--- config.mk ---
export PLATFORM = sky130hd
export DESIGN_NAME = ibex_lsu_data_if
export DESIGN_NICKNAME = d
export VERILOG_FILES = /design/src/rtl/ibex_pkg.sv /design/src/rtl/ibex_lsu_load_align.sv /design/src/rtl/ibex_lsu_data_if.sv
export SDC_FILE = /design/constraint.sdc
export NUM_CORES = 1
export LEC_CHECK = 0
export BUFFER_PORTS_ARGS = -buffer_cell sky130_fd_sc_hd__buf_2
export CAP_MARGIN = 20
export CORE_ASPECT_RATIO = 1.75
export CORE_MARGIN = 5
export CORE_UTILIZATION = 43
export DETAILED_ROUTE_END_ITERATION = 7
export PLACE_DENSITY = 0.65
export SYNTH_ARGS = -nofsm -noshare
export SYNTH_HDL_FRONTEND = slang
export SYNTH_HIERARCHICAL = 1
export SYNTH_SLANG_ARGS = --single-unit
--- constraint.sdc ---
create_clock -name clk_i -period 5.18 [get_ports clk_i]
set_input_delay 1.036 -clock clk_i [delete_from_list [all_inputs] [get_ports clk_i]]
set_output_delay 1.036 -clock clk_i [all_outputs]
set_load 0.005 [all_outputs]
--- src/rtl/ibex_pkg.sv ---
// Shared types for the LSU data interface: access sizes, FSM states and
// small helpers describing how an access maps onto the 32-bit bus.
package ibex_pkg;

   typedef enum logic [1:0] {
      LSU_WORD = 2'b00,
      LSU_HALF = 2'b01,
      LSU_BYTE = 2'b10
   } lsu_type_e;

   typedef enum logic [2:0] {
      IDLE,
      WAIT_GNT_MIS,
      WAIT_RV_MIS,
      WAIT_GNT,
      WAIT_RV
   } lsu_fsm_e;

   function automatic logic [3:0] lsu_base_be(input logic [1:0] lsu_type);
      case (lsu_type_e'(lsu_type))
         LSU_WORD: return 4'b1111;
         LSU_HALF: return 4'b0011;
         default:  return 4'b0001;
      endcase
   endfunction

   // An access splits when its bytes run past the end of the addressed word.
   function automatic logic lsu_is_split(input logic [1:0] lsu_type, input logic [1:0] offset);
      case (lsu_type_e'(lsu_type))
         LSU_WORD: return (offset != 2'b00);
         LSU_HALF: return (offset == 2'b11);
         default:  return 1'b0;
      endcase
   endfunction

endpackage

--- src/rtl/ibex_lsu_load_align.sv ---
// Combinational load alignment: picks the addressed bytes out of one or two
// bus words and zero/sign-extends them to 32 bits.
module ibex_lsu_load_align
   import ibex_pkg::*;
(
   input  logic [31:0] rdata_lo_i,
   input  logic [31:0] rdata_hi_i,
   input  logic [1:0]  offset_i,
   input  logic [1:0]  type_i,
   input  logic        sign_ext_i,
   output logic [31:0] rdata_o
);

   logic [31:0] shifted;

   always_comb begin
      shifted = 32'({rdata_hi_i, rdata_lo_i} >> {offset_i, 3'b000});
      case (lsu_type_e'(type_i))
         LSU_WORD: rdata_o = shifted;
         LSU_HALF: rdata_o = {{16{sign_ext_i & shifted[15]}}, shifted[15:0]};
         default:  rdata_o = {{24{sign_ext_i & shifted[7]}}, shifted[7:0]};
      endcase
   end

endmodule

--- src/rtl/ibex_lsu_data_if.sv ---
// Data-side bus initiator: issues one or two aligned word transactions per
// load/store and returns aligned, extended load data with a single valid pulse.
module ibex_lsu_data_if
   import ibex_pkg::*;
#(
   parameter bit WritebackStage = 1'b0
) (
   input  logic        clk_i,
   input  logic        rst_ni,

   input  logic        lsu_req_i,
   input  logic        lsu_we_i,
   input  logic [1:0]  lsu_type_i,
   input  logic        lsu_sign_ext_i,
   input  logic [31:0] lsu_addr_i,
   input  logic [31:0] lsu_wdata_i,
   output logic        lsu_req_done_o,
   output logic        lsu_busy_o,

   output logic        data_req_o,
   input  logic        data_gnt_i,
   input  logic        data_rvalid_i,
   input  logic        data_err_i,
   input  logic [31:0] data_rdata_i,
   output logic [31:0] data_addr_o,
   output logic        data_we_o,
   output logic [3:0]  data_be_o,
   output logic [31:0] data_wdata_o,

   output logic        lsu_data_valid_o,
   output logic [31:0] lsu_rdata_o,
   output logic        lsu_err_o
);

   lsu_fsm_e    state_q, state_d;
   logic        we_q, we_d;
   logic [1:0]  type_q, type_d;
   logic        sign_q, sign_d;
   logic [31:0] addr_q, addr_d;
   logic [31:0] wdata_q, wdata_d;
   logic        split_q, split_d;
   logic [31:0] rdata_first_q, rdata_first_d;
   logic        err_first_q, err_first_d;
   logic [31:0] lsu_rdata_q, lsu_rdata_d;
   logic        lsu_err_q, lsu_err_d;
   logic        data_valid_q, data_valid_d;

   logic        accept, split_cur, second_half, final_gnt, final_rvalid;
   logic        cur_we;
   logic [1:0]  cur_type, cur_off;
   logic [31:0] cur_addr, cur_wdata;
   logic [7:0]  be_wide;
   logic [31:0] align_lo, align_hi, load_data;

   // With no writeback stage, ID/EX still holds its request during the
   // done pulse, so that cycle must not start a new access.
   assign accept = rst_ni & lsu_req_i & (state_q == IDLE) &
                   ~(~WritebackStage & data_valid_q);

   // In IDLE the bus is driven straight from ID/EX so the request goes out
   // in the capture cycle; afterwards the captured copy keeps it stable.
   assign cur_we    = (state_q == IDLE) ? lsu_we_i    : we_q;
   assign cur_type  = (state_q == IDLE) ? lsu_type_i  : type_q;
   assign cur_addr  = (state_q == IDLE) ? lsu_addr_i  : addr_q;
   assign cur_wdata = (state_q == IDLE) ? lsu_wdata_i : wdata_q;
   assign cur_off   = cur_addr[1:0];
   assign split_cur = (state_q == IDLE) ? lsu_is_split(lsu_type_i, lsu_addr_i[1:0]) : split_q;

   assign second_half = (state_q == WAIT_RV_MIS) || ((state_q == WAIT_GNT) && split_q);

   assign be_wide      = {4'b0000, lsu_base_be(cur_type)} << cur_off;
   assign data_be_o    = second_half ? be_wide[7:4] : be_wide[3:0];
   assign data_addr_o  = {cur_addr[31:2], 2'b00} + (second_half ? 32'd4 : 32'd0);
   assign data_we_o    = cur_we;
   assign data_wdata_o = 32'({cur_wdata, cur_wdata} >> (6'd32 - {1'b0, cur_off, 3'b000}));

   always_comb begin
      case (state_q)
         IDLE:                   data_req_o = accept;
         WAIT_GNT_MIS, WAIT_GNT: data_req_o = 1'b1;
         WAIT_RV_MIS:            data_req_o = data_rvalid_i;
         default:                data_req_o = 1'b0;
      endcase
   end

   assign final_gnt    = data_req_o & data_gnt_i &
                         ((state_q == IDLE) ? ~split_cur : (state_q != WAIT_GNT_MIS));
   assign final_rvalid = (state_q == WAIT_RV) & data_rvalid_i;

   assign align_lo = split_q ? rdata_first_q : data_rdata_i;
   assign align_hi = split_q ? data_rdata_i  : 32'd0;

   ibex_lsu_load_align u_load_align (
      .rdata_lo_i (align_lo),
      .rdata_hi_i (align_hi),
      .offset_i   (addr_q[1:0]),
      .type_i     (type_q),
      .sign_ext_i (sign_q),
      .rdata_o    (load_data)
   );

   always_comb begin
      state_d       = state_q;
      we_d          = we_q;
      type_d        = type_q;
      sign_d        = sign_q;
      addr_d        = addr_q;
      wdata_d       = wdata_q;
      split_d       = split_q;
      rdata_first_d = rdata_first_q;
      err_first_d   = err_first_q;
      lsu_rdata_d   = lsu_rdata_q;
      lsu_err_d     = lsu_err_q;
      data_valid_d  = final_rvalid;

      case (state_q)
         IDLE: begin
            if (accept) begin
               we_d          = lsu_we_i;
               type_d        = lsu_type_i;
               sign_d        = lsu_sign_ext_i;
               addr_d        = lsu_addr_i;
               wdata_d       = lsu_wdata_i;
               split_d       = split_cur;
               rdata_first_d = 32'd0;
               err_first_d   = 1'b0;
               if (data_gnt_i) state_d = split_cur ? WAIT_RV_MIS  : WAIT_RV;
               else            state_d = split_cur ? WAIT_GNT_MIS : WAIT_GNT;
            end
         end
         WAIT_GNT_MIS: if (data_gnt_i) state_d = WAIT_RV_MIS;
         WAIT_RV_MIS: begin
            if (data_rvalid_i) begin
               rdata_first_d = data_rdata_i;
               err_first_d   = data_err_i;
               state_d       = data_gnt_i ? WAIT_RV : WAIT_GNT;
            end
         end
         WAIT_GNT: if (data_gnt_i) state_d = WAIT_RV;
         WAIT_RV: begin
            if (data_rvalid_i) begin
               state_d   = IDLE;
               lsu_err_d = err_first_q | data_err_i;
               if (!we_q) lsu_rdata_d = load_data;
            end
         end
         default: state_d = IDLE;
      endcase
   end

   always_ff @(posedge clk_i or negedge rst_ni) begin
      if (!rst_ni) begin
         state_q       <= IDLE;
         we_q          <= 1'b0;
         type_q        <= 2'b00;
         sign_q        <= 1'b0;
         addr_q        <= 32'd0;
         wdata_q       <= 32'd0;
         split_q       <= 1'b0;
         rdata_first_q <= 32'd0;
         err_first_q   <= 1'b0;
         lsu_rdata_q   <= 32'd0;
         lsu_err_q     <= 1'b0;
         data_valid_q  <= 1'b0;
      end else begin
         state_q       <= state_d;
         we_q          <= we_d;
         type_q        <= type_d;
         sign_q        <= sign_d;
         addr_q        <= addr_d;
         wdata_q       <= wdata_d;
         split_q       <= split_d;
         rdata_first_q <= rdata_first_d;
         err_first_q   <= err_first_d;
         lsu_rdata_q   <= lsu_rdata_d;
         lsu_err_q     <= lsu_err_d;
         data_valid_q  <= data_valid_d;
      end
   end

   assign lsu_busy_o       = (state_q != IDLE);
   assign lsu_data_valid_o = data_valid_q;
   assign lsu_rdata_o      = lsu_rdata_q;
   assign lsu_err_o        = lsu_err_q;
   assign lsu_req_done_o   = WritebackStage ? final_gnt : data_valid_q;

   // A response is only legal while a transaction is outstanding.
   rvalid_only_when_outstanding: assert property (@(posedge clk_i) disable iff (!rst_ni)
      data_rvalid_i |-> (state_q == WAIT_RV_MIS || state_q == WAIT_RV));

endmodule
==> results of run 1 <==
through the flow:
stage                     cells  worst slack [ns]
after floorplan            1042             1.083
after global placement     1490            0.6788
after detailed placement   1490            0.4975
after CTS                  1519           0.01200
after global routing       1521           0.01571
final                      1521            0.3652
power by group:
| group | internal, mW | leakage (nW) | switching, mW | total, mW |
|---|---|---|---|---|
| Combinational | 2.16 | 3.31 | 2.60 | 4.76 |
| Sequential | 1.60 | 1.74 | 0.431 | 2.04 |
| Clock | 0.700 | 0.266 | 0.465 | 1.16 |
worst max-delay path: stages (launching register included):
cell and delay, ns:
dfrtp_1 0.52, or2b_1 0.32, a21oi_1 0.50, ha_1 0.37, nand2_1 0.10, nor4_1 0.40, o22ai_2 0.25, nor4_1 0.43
xnor2_1 0.11, mux2i_1 0.19, buf_2 0.15
state kept, by name, indices dropped and copies added (netlist names):
| signal | flops |
|---|---|
| we_q | 1 |
| addr_q | 32 |
| wdata_q | 32 |
| lsu_data_valid_o | 1 |
| lsu_err_o | 1 |
| state_q | 3 |
| lsu_rdata_o | 32 |
| sign_q | 1 |
| split_q | 1 |
| err_first_q | 1 |
| type_q | 2 |
| rdata_first_q | 32 |
layout make-up:
cell class                      count  area, µm²
Timing Repair Buffer              225       1185
Fill cell                        2151      11020
Clock buffer                       22      484.2
Multi-Input combinational cell    815       6077
Antenna cell                        2      5.005
Clock inverter                      7      67.56
Tap cell                          300      375.4
Inverter                           11      43.79
Sequential cell                   139       3481
per-layer routing:
layer / wire length, µm / share of wire [%] / vias up
li1: - / - / 4093
met1: 11060 / 37 / 4234
met2: 16560 / 55 / 215
met3: 1263 / 4.2 / 58
met4: 1027 / 3.4 / 2
met5: 7 / 0.023 / -
worst max path at each step:
| stage | endpoint | cells past startpoint |
|---|---|---|
| after floorplan | data_addr_o[31] | 15 |
| after global placement | data_wdata_o[22] | 9 |
| after detailed placement | data_wdata_o[22] | 9 |
| after CTS | data_wdata_o[22] | 9 |
| after global routing | data_addr_o[31] | 10 |
| final | data_addr_o[31] | 10 |
timing repair:
item | in CTS | in global routing
setup endpoints to repair | 0 | 17
gates resized for setup | 0 | 3
buffers inserted | 0 | 0
hold endpoints to repair | 0 | 0
==> summary.md, run 1 <==
| Metric | Value |
|---|---|
| Met1 Track Usage GR | `about a quarter` |
| Via Count | `roughly 8,600` |
| Vias in the first global route | `between 8,000 and 9,000` |
| Per-cell routed wire length | `between 15 and 20 µm` |
| Most Crowded Layer GR | `met2` |
| Worst R2R Setup Slack | `2.26 ns` |
| Met2 usage in global routing | `42.23%` |
| Routed WL | `roughly 30,000 µm` |
| RSZ-0062 raised after global routing | `no` |
| FP Rows | `73` |
| CP Capture Type | `output pin` |
| Status | `completed` |
| Mean post-synth cell area | `between 9 and 10 µm²` |
| Reg clk slew, reported paths | `approximately 0.06 ns` |
| Worst Tran Pin Value | `about 0.82 ns` |
| GRT overflow | `0` |
| DRC | `0` |
| WHS Path Cells | `1` |
| Final Net Count | `roughly 1,300` |
| CP Launch Type | `flop` |
| Post-Syn Area | `about 10000 µm²` |
| Die H | `211.2 µm` |
| Total power | `between 7 and 8 mW` |
| Post-place instance area | `11,160 µm²` |
| Fmax | `about 210 MHz` |
| Root Buffer | `clkbuf_16` |
| Fin util | `51.53%` |
| Max-slew violations | `0` |
| Max Cap Viol | `0` |
| Share of layout cells above drive strength 1 | `between 30% and 40%` |
| Pwr Density | `a little under 700 nW/µm²` |
| Final Cycle Share | `between 90% and 100%` |
| HPWL after DPL | `roughly 22,000 µm` |
| CP Class | `reg2out` |
| H-tree depth | `4` |
| TritonCTS clock tree | `done` |
| Vias per inst | `~5.7` |
| R2R Path Start | `state_q[0]` |
| CTS buffer count | `17` |
| Most frequent cells in the layout | `buf_2 (208), nand2_1 (177), mux2_2 (171)` |
| Hold Path Sink | `lsu_rdata_o[3]` |
| Initial Util | `43.73%` |
| Met3 global-route usage | `under 10%` |
| # hold bufs at CTS | `0` |
| Post-route ant nets | `0` |
| I/O pin count | `212` |
| Final Hold Fails | `0` |
| Initial antenna violation count | `5` |
| First-pass GRT wire length | `between 40,000 and 50,000 µm` |
| PortBufs | `approximately 210` |
| GRT Util Overall | `around 22%` |
| RR Endpoint | `addr_q[29]` |
| Relative slew slack | `between 40 and 50%` |
| Core Box Area | `22,740 µm²` |
| WHS | `between 0.4 and 0.5 ns` |
| DRT Pass-1 Iters | `8` |
| Worst-skew pair later-pin latency | `between 0.4 and 0.5 ns` |
| Critical path arrival | `about 3.8 ns` |
| Skew final | `roughly 0.0075 ns` |
| Crit. Startpoint | `state_q[1]` |
| Ys Warns | `6` |
| Max VDD drop | `0.5111 mV` |
| Hold_sp | `lsu_rdata_o[3]` |
| Critical-path maximum fanout | `8` |
| Final min period | `around 4.8 ns` |
| Pleak | `~5.3 nW` |
| RD Place Congestion | `just under 0.9` |
| TNS Setup | `0 ns` |
| Pin count of the biggest net entering global routing | `62` |
| Number of clock sinks | `around 140` |
| Max Root-Sink Buffers | `2` |
| Die X | `~120 µm` |
| Layout Cell Area excl Fill | `11,720 µm²` |
| Die area | `approximately 26,000 µm²` |
| Final setup viols | `0` |
| Hold Crit Class | `reg2reg` |
| Crit path required time | `4.14 ns` |
| Syn-to-layout area delta | `17.84%` |
| Post-Synthesis Cells | `1,041` |
| Reg2reg path depth | `6` |
| DRT iter0 DRCs | `574` |
| Most common cell after layout, fill and taps aside | `buf_2` |
Note: power is estimated with default switching activity, not from simulation.
==> run 2, diff against run 1 <==
==> constraint.sdc (replaced) <==
create_clock -name clk_i -period 5.4 [get_ports clk_i]
set_input_delay 1.08 -clock clk_i [delete_from_list [all_inputs] [get_ports clk_i]]
set_output_delay 1.08 -clock clk_i [all_outputs]
set_load 0.005 [all_outputs]
==> run 2 against run 1 <==
Compared with the run above: hold slack got worse by 0.027 ns; worst setup slack worse by 0.0073 ns; die area stayed put; power down 1.5%; register-to-register slack improved by 0.18 ns; count of clock-buffer cells in the layout down 5; global-route usage rose by 0.25 points; critical path depth unchanged; design area grew 0.70%; routed wire length grew 0.92%; non-clock buffer count shrank 1; final cell count about the same.
==> summary.md, run 2 (synthesized netlist as in run 1, its figures left out) <==
| Metric | Value |
|---|---|
| Status | `completed (unchanged)` |
| PortBufs | `209 (unchanged)` |
| DRT Pass-1 Iters | `6 (was 8)` |
| Number of fillers in the final layout | `2,138 (was 2,151)` |
| Syn-to-layout area delta | `18.67% (was 17.84%)` |
| DRC | `0 (unchanged)` |
| FP Rows | `73 (unchanged)` |
| Root Buffer | `clkbuf_16 (unchanged)` |
| Die X | `125.0 µm (unchanged)` |
| Number of clock sinks | `139 (unchanged)` |
| Post-CTS Setup Bufs | `0 (unchanged)` |
| I/O pin count | `212 (unchanged)` |
| Die H | `211.2 µm (unchanged)` |
| Crit path required time | `4.32 ns (was 4.14 ns)` |
| RSZ-0062 raised after global routing | `no (unchanged)` |
| CP Capture Type | `output pin (unchanged)` |
| Vias per inst | `5.637 (was 5.655)` |
| HPWL after DPL | `22,120 µm (was 22,340 µm)` |
| Routed wl met3 | `1203 µm (was 1263 µm)` |
| TritonCTS clock tree | `done (unchanged)` |
| Pleak | `5.348 nW (was 5.310 nW)` |
| Initial antenna violation count | `3 (was 5)` |
| CP Launch Type | `flop (unchanged)` |
| WL met2 | `16,690 µm (was 16,560 µm)` |
| Post-place instance area | `11,150 µm² (was 11,160 µm²)` |
| DRT iter0 DRCs | `602 (was 574)` |
| Reg clk slew, reported paths | `0.06 ns (about the same)` |
| Most frequent cells in the layout | `buf_2 (208), nand2_1 (178), mux2_2 (171) (was buf_2 (208), nand2_1 (177), mux2_2 (171))` |
| WHS | `0.4730 ns (was 0.4999 ns)` |
| Most common cell after layout, fill and taps aside | `buf_2 (unchanged)` |
| H-tree depth | `4 (unchanged)` |
| Initial Util | `43.73% (unchanged)` |
| Final Net Count | `1,319 (was 1,320)` |
| Vias in the first global route | `8,681 (was 8,691)` |
| Max-slew violations | `0 (unchanged)` |
| TNS Setup | `0 ns (unchanged)` |
| Per-cell routed wire length | `19.84 µm (was 19.67 µm)` |
| Relative slew slack | `37.74% (was 45.45%)` |
| Worst-skew pair later-pin latency | `0.44 ns (was 0.42 ns)` |
| Via Count | `8,580 (was 8,602)` |
| Final min period | `between 5 and 6 ns` |
| Max Root-Sink Buffers | `2 (unchanged)` |
| GRT overflow | `0 (unchanged)` |
| Final Hold Fails | `0 (unchanged)` |
| Post-route ant nets | `0 (unchanged)` |
| Final Cycle Share | `about 93%` |
| Final setup viols | `0 (unchanged)` |
| RD Place Congestion | `0.8766 (was 0.8911)` |
| Die area | `26,390 µm² (unchanged)` |
| CTS buffer count | `17 (unchanged)` |
| Met1 Wirelength | `11,240 µm (was 11,060 µm)` |
| Pin count of the biggest net entering global routing | `72 (was 62)` |
| Critical path arrival | `3.96 ns (was 3.78 ns)` |
| Layout Cell Area excl Fill | `11,800 µm² (was 11,720 µm²)` |
| Sequential Area | `3481 µm² (unchanged)` |
| Skew final | `0.009123 ns (was 0.007486 ns)` |
| GRT Util Overall | `22.39% (was 22.14%)` |
| Max VDD drop | `0.4187 mV (was 0.5111 mV)` |
| Max Cap Viol | `0 (unchanged)` |
| Fmax | `roughly 200 MHz` |
| Core Box Area | `22,740 µm² (unchanged)` |
| Worst Tran Pin Value | `0.9339 ns (was 0.8182 ns)` |
| Total power | `7.843 mW (was 7.962 mW)` |
| First-pass GRT wire length | `47,060 µm (was 46,640 µm)` |
| CP Class | `reg2out (unchanged)` |
| Hold Crit Class | `in2async (was reg2reg)` |
| Share of layout cells above drive strength 1 | `36.69% (was 36.59%)` |
| Pwr Density | `664.6 nW/µm² (was 679.4 nW/µm²)` |
| Max layer used | `met5 (unchanged)` |
| Critical-path maximum fanout | `21 (was 8)` |
| Routed WL | `30,200 µm (was 29,920 µm)` |
| Multi-input logic area | `6075 µm² (was 6077 µm²)` |
==> run 2: cell count changes in the layout (fill, tap and decap cells not counted) <==
cell / before / now
nand2_2: 1 / 0
buf_4: 15 / 14
inv_6: 0 / 1
clkbuf_8: 4 / 0
clkinv_4: 0 / 3
nand2_1: 177 / 178
clkinv_2: 3 / 4
inv_4: 1 / 0
clkbuf_1: 1 / 0
bufinv_16: 1 / 5
diode_2: 2 / 1
==> run 2: worst paths after layout <==
kind | startpoint | endpoint | slack (ns) | depth (start not counted)
setup / recovery | state_q[0] | data_wdata_o[30] | 0.36 | 10
hold / removal | rst_ni | wdata_q[12] | 0.47 | 1
max in group asynchronous | rst_ni | addr_q[29] | 3.76 | 2
setup reg to reg | state_q[0] | addr_q[11] | 2.44 | 5
min in group clk_i | lsu_rdata_o[4] | lsu_rdata_o[4] | 0.50 | 1
hold reg to reg | lsu_rdata_o[4] | lsu_rdata_o[4] | 0.50 | 1
==> run 2: metal layers <==
layer  track usage, %  up-vias
met5                0        -
met4            9.356        2
met3            4.757       57
met2            42.41      209
met1            23.91     4226
li1                 -     4086
==> run 2: worst max-delay path, cell delays in order (launching register included) <==
cell,delay [ns]
dfrtp_1,0.51
nor3_4,0.40
clkinv_2,0.36
nand2_1,0.17
nand2_1,0.30
inv_1,0.25
ha_2,0.19
clkinv_1,0.39
nand2_1,0.65
o22ai_1,0.13
buf_2,0.17
==> run 2: area by class of cell <==
cell class	instances	share of cell area, %
sequential	139	29.50
tap	300	3.181
clock buffer	17	3.605
multi-input combinational	815	51.47
clock inverter	15	1.887
timing repair buffer	224	9.977
antenna	1	0.02120
inverter	11	0.3605
==> run 2: where the power goes <==
group / switching (mW) / internal [mW]
logic: 2.51 / 2.07
registers: 0.419 / 1.54
clock network: 0.494 / 0.819
total: 3.42 / 4.42
==> run 2: repair_timing <==
item	4_1_cts	5_1_grt
hold buffers	0	0
setup endpoints to repair	0	11
resized for setup	0	1
==> run 2: metrics by stage <==
step | worst slack, ns | std cells | utilization, %
after floorplan | 1.259 | 1042 | -
after global placement | 0.8523 | 1489 | 49.02
after detailed placement | 0.7324 | 1489 | 49.02
after CTS | 0.2449 | 1521 | 51.87
after global routing | 0.08408 | 1522 | 51.89
final | 0.3579 | 1522 | 51.89
